## config.mk

```make
export PLATFORM = sky130hd
export DESIGN_NAME = gray_counter
export DESIGN_NICKNAME = d
export VERILOG_FILES = /design/src/rtl/gray_counter.sv
export SDC_FILE = /design/constraint.sdc
export NUM_CORES = 1
export LEC_CHECK = 0
export BUFFER_PORTS_ARGS = -buffer_cell sky130_fd_sc_hd__buf_2
export CAP_MARGIN = 20
export CORE_AREA = 2 2 39 41
export CTS_BUF_LIST = sky130_fd_sc_hd__clkbuf_16
export CTS_CLUSTER_DIAMETER = 120
export DETAILED_ROUTE_END_ITERATION = 6
export DIE_AREA = 0 0 41 43
export HOLD_SLACK_MARGIN = 0.05
export SYNTH_ARGS = -nofsm -noshare
export SYNTH_HDL_FRONTEND = slang
export SYNTH_SLANG_ARGS = --single-unit
```

## constraint.sdc

```tcl
create_clock -name clk -period 1.7 [get_ports clk]
set_input_delay 0.34 -clock clk [delete_from_list [all_inputs] [get_ports clk]]
set_output_delay 0.34 -clock clk [all_outputs]
set_load 0.005 [all_outputs]
```

## src/rtl/gray_counter.sv

```systemverilog
// -----------------------------------------------------------------------------
// gray_counter
//
// Up/down counter with registered binary and Gray-code outputs. The Gray value
// is encoded from the next-state count and captured on the same edge as the
// binary count. This keeps gray_out glitch-free, and gray_out changes in exactly
// one bit per count step. Suitable for clock-domain-crossing pointers.
//
// Parameters
//   WIDTH     : counter width in bits, 2..32
//   WRAP      : 1 = wrap modulo 2^WIDTH at the terminal value, 0 = saturate
//   RESET_VAL : binary value loaded by reset (must be < 2^WIDTH)
//
// Ports
//   clk      in   rising-edge clock
//   rst      in   asynchronous, active-high reset
//   en       in   count enable, one step per enabled cycle
//   up_dn    in   1 = count up, 0 = count down (only looked at when counting)
//   load     in   synchronous load strobe; has priority over en
//   load_val in   value applied on load
//   bin_out  out  registered binary count
//   gray_out out  registered Gray code of bin_out
//   tc       out  registered terminal-count flag
// -----------------------------------------------------------------------------
module gray_counter #(
  parameter int          WIDTH     = 4,
  parameter bit          WRAP      = 1'b1,
  parameter int unsigned RESET_VAL = 0
) (
  input  logic             clk,
  input  logic             rst,
  input  logic             en,
  input  logic             up_dn,
  input  logic             load,
  input  logic [WIDTH-1:0] load_val,
  output logic [WIDTH-1:0] bin_out,
  output logic [WIDTH-1:0] gray_out,
  output logic             tc
);

  localparam logic [WIDTH-1:0] RST_BIN  = RESET_VAL[WIDTH-1:0];
  localparam logic [WIDTH-1:0] CNT_MAX  = '1;
  localparam logic [WIDTH-1:0] CNT_ZERO = '0;
  localparam logic [WIDTH-1:0] CNT_ONE  = {{(WIDTH-1){1'b0}}, 1'b1};

  // Gray bit i is the XOR of binary bits i and i+1. The MSB passes through.
  function automatic logic [WIDTH-1:0] to_gray(input logic [WIDTH-1:0] b);
    logic [WIDTH-1:0] g;
    g[WIDTH-1] = b[WIDTH-1];
    for (int i = 0; i < WIDTH-1; i++) begin
      g[i] = b[i] ^ b[i+1];
    end
    return g;
  endfunction

  localparam logic [WIDTH-1:0] RST_GRAY = to_gray(RST_BIN);

  logic [WIDTH-1:0] cnt;
  logic [WIDTH-1:0] cnt_nxt;
  logic [WIDTH-1:0] gray_q;
  logic             tc_q;
  logic             tc_nxt;
  logic             at_term;

  // The terminal value depends on the direction: MAX when counting up,
  // 0 when counting down.
  assign at_term = up_dn ? (cnt == CNT_MAX) : (cnt == CNT_ZERO);

  always_comb begin
    // NOTE: every output of this block gets a default first, so no path leaves
    // a value unassigned and no latch is inferred.
    cnt_nxt = cnt;
    tc_nxt  = 1'b0;
    if (load) begin
      cnt_nxt = load_val;
    end else if (en) begin
      if (at_term) begin
        tc_nxt = 1'b1;
        if (WRAP) begin
          cnt_nxt = up_dn ? CNT_ZERO : CNT_MAX;
        end
      end else begin
        cnt_nxt = up_dn ? (cnt + CNT_ONE) : (cnt - CNT_ONE);
      end
    end
  end

  // Gray is encoded from cnt_nxt and registered on the same edge. Decoding it
  // from bin_out would add a combinational stage that could glitch.
  always_ff @(posedge clk or posedge rst) begin
    // NOTE: state registers use non-blocking assignments so that every flop
    // samples pre-edge values, whatever order the simulator runs the blocks in.
    if (rst) begin
      cnt    <= RST_BIN;
      gray_q <= RST_GRAY;
      tc_q   <= 1'b0;
    end else begin
      cnt    <= cnt_nxt;
      gray_q <= to_gray(cnt_nxt);
      tc_q   <= tc_nxt;
    end
  end

  assign bin_out  = cnt;
  assign gray_out = gray_q;
  assign tc       = tc_q;

endmodule

```

==> run metrics <==
fin cells 85; die height 43 um; Final Wtd Congestion approximately 0.77; die width between 40 and 50 um; clk_lat worst skew about 230 ps; Congestion Overflow GR 0; sequential cell area fraction in the yosys report approximately two fifths; RSZ-0062 raised after global routing false; clock slew at reported path FFs 40 ps; Max Clk Rate 624 MHz; vias per cell 4.74; leakage power roughly 0.35 nW; Final Hold Violating Endpoints 0; Vias 403; DR DRC count 0; Placed Cells 82; Pwr Density 1260 nW/um^2; fin crit share 94.3%; largest area contributor in the netlist dfrtp_1; worst hold path class in2async; slowest CP cell dfrtp_1; status completed; Final Util 49.6%; largest net degree at the start of global routing 9; Final WS setup 97.3 ps; worst reg2reg endpoint gray_out[1]; final setup skew 2.27 ps; post-CTS setup buffer count 0; Area Overhead vs Synth 40.8%; Yosys reg bits 8; worst vdd ir 0.000618 V; post-synth top area share between 40% and 50%; share of post-route cells with drive strength above 1 42.0%; global-route wire length before repair about 1800 um; vias in the first global route between 400 and 500; most frequent cells in the layout buf_2 (17), inv_1 (8), dfrtp_1 (8); Top Ports 18; Starting Density 35.3%; FF+latch area ~200 sq um; largest cells by area after synthesis dfrtp_1 (41%), xnor2_1 (7.2%), inv_1 (6.2%), ha_1 (5.1%), o22ai_2 (5.1%); Total Neg Setup Slack 0 ps; CTS tree yes; DP HPWL 841 um; CP Launch Type register; H-tree depth 1; initial antenna violation count 0; minimum clock period 1600 ps; Synth cell types 21; relative slew slack 80.1%; Synth Net Count between 50 and 60; fin nets 83; mean area per synthesized cell roughly 10 sq um; leading cell type in the layout, fill and taps excluded buf_2; Iter 0 DRT Violations 8; crit path DAT 1700 ps; CP Capture Type register; # setup viols final 0; Reg2Reg Depth 6; crit-path cells buf_4 -> nor3_1 -> nand3_1 -> a21oi_1 -> o22ai_2 -> xor2_1; CTS Buf Count 3; Rows 14; max cap viols 0; dpl ws -64.8 ps; Worst-Margin Slew 298 ps; Setup crit start bin_out[1]; die area around 1800 sq um; core area roughly 1400 sq um; Routed Wire Length 1060 um; number of inserted diodes 0; combined area of the multi-input logic cells approximately 250 sq um; Reg2Reg Launch Point bin_out[1]; fin. max-slew vios 0; average wire per standard cell 12.4 um; post-route ant nets 0; fill count 145; clk buf depth 2; Cell Area, Synth 488 sq um; CTS root buffer clkbuf_16; worst endpoint required time 1800 ps; flop-to-flop setup slack around 97 ps; overall global routing resource usage 15.5%; crit-path max cell delay roughly 390 ps; CP Class reg2reg; number of I/O port buffers 17; yosys warns 0; Cells after Synth 47; clock sink count 8; DRT Pass-1 Iters 4; worst-path maximum fanout 4
==> final cells by class <==
| cell class | instances | area share, % |
|---|---|---|
| repair buffers | 20 | 15.7 |
| well taps | 16 | 2.91 |
| inverters | 8 | 4.37 |
| clock buffers | 3 | 10.9 |
| flip-flops and latches | 8 | 29.1 |
| multi-input cells | 30 | 37.0 |
==> metrics by stage <==
stage | hold slack (ps) | power, mW | area, sq um
6_report | 44.9 | 0.864 | 687
5_1_grt | 78.6 | 0.918 | 687
4_1_cts | 63.9 | 0.874 | 683
3_5_place_dp | 302 | 0.480 | 608
3_3_place_gp | 284 | 0.475 | 608
2_1_floorplan | 156 | 0.392 | 488
==> flip-flops by register name (all words and copies together) (netlist names) <==
signal,count
tc,1
gray_out,3
bin_out,4
==> synth_stat cells <==
cell type	number
a211oi_1	1
fa_1	1
nor3_1	1
xor2_2	1
a21oi_1	3
o21ai_1	2
o2bb2ai_1	1
a21oi_2	1
inv_1	8
nand3_1	2
buf_4	1
xnor2_1	4
or2_0	1
a31oi_2	1
ha_1	2
o22ai_2	2
a21o_1	2
o21ai_0	1
xor2_1	2
dfrtp_1	8
nand2_1	2
==> layer usage <==
layer,GRT usage [%],up-vias,part of all wire [%]
li1,-,200,-
met3,7.85,0,6.0
met4,2.00,0,0
met1,20.5,190,41
met2,22.8,13,53
met5,0,-,0
==> how the worst max path moves through the flow <==
stage | endpoint | slack (ps) | cells past startpoint
after global routing | gray_out[1] | 10 | 6
after floorplan | gray_out[1] | 90 | 6
after CTS | gray_out[1] | 50 | 6
final | gray_out[1] | 100 | 6
after detailed placement | gray_out[2] | -60 | 8
after global placement | gray_out[2] | -50 | 8
==> report_power, final <==
group / internal [mW] / switching, mW
sequential: 0.228 / 0.0254
combinational: 0.113 / 0.111
clock: 0.303 / 0.0846
==> worst max-delay path, delay by kind of cell (launching register included) <==
kind	cells	cell delay, ps
flip-flops	1	390
buffers and inverters	1	150
XOR/XNOR	1	160
AO/OA/AOI/OAI	2	400
AND/OR/NAND/NOR	2	370
==> logic make-up (layout without fill, tap and decap cells) <==
family / Yosys count / in the layout / share of synthesized area, %
XOR/XNOR: 7 / 7 / 14.1
AND/OR/NAND/NOR: 6 / 6 / 5.90
flip-flops: 8 / 8 / 41.0
adder cells (fa/ha/maj): 3 / 3 / 9.23
buffers and inverters: 9 / 31 / 7.69
AO/OA/AOI/OAI: 14 / 14 / 22.0
==> repair_timing <==
item | 4_1_cts | 5_1_grt
endpoints found under the hold margin | 0 | 0
setup endpoints to repair | 0 | 3
gates resized for setup | 0 | 1
hold buffers | 0 | 0
Power figures use the tool's default switching activity.
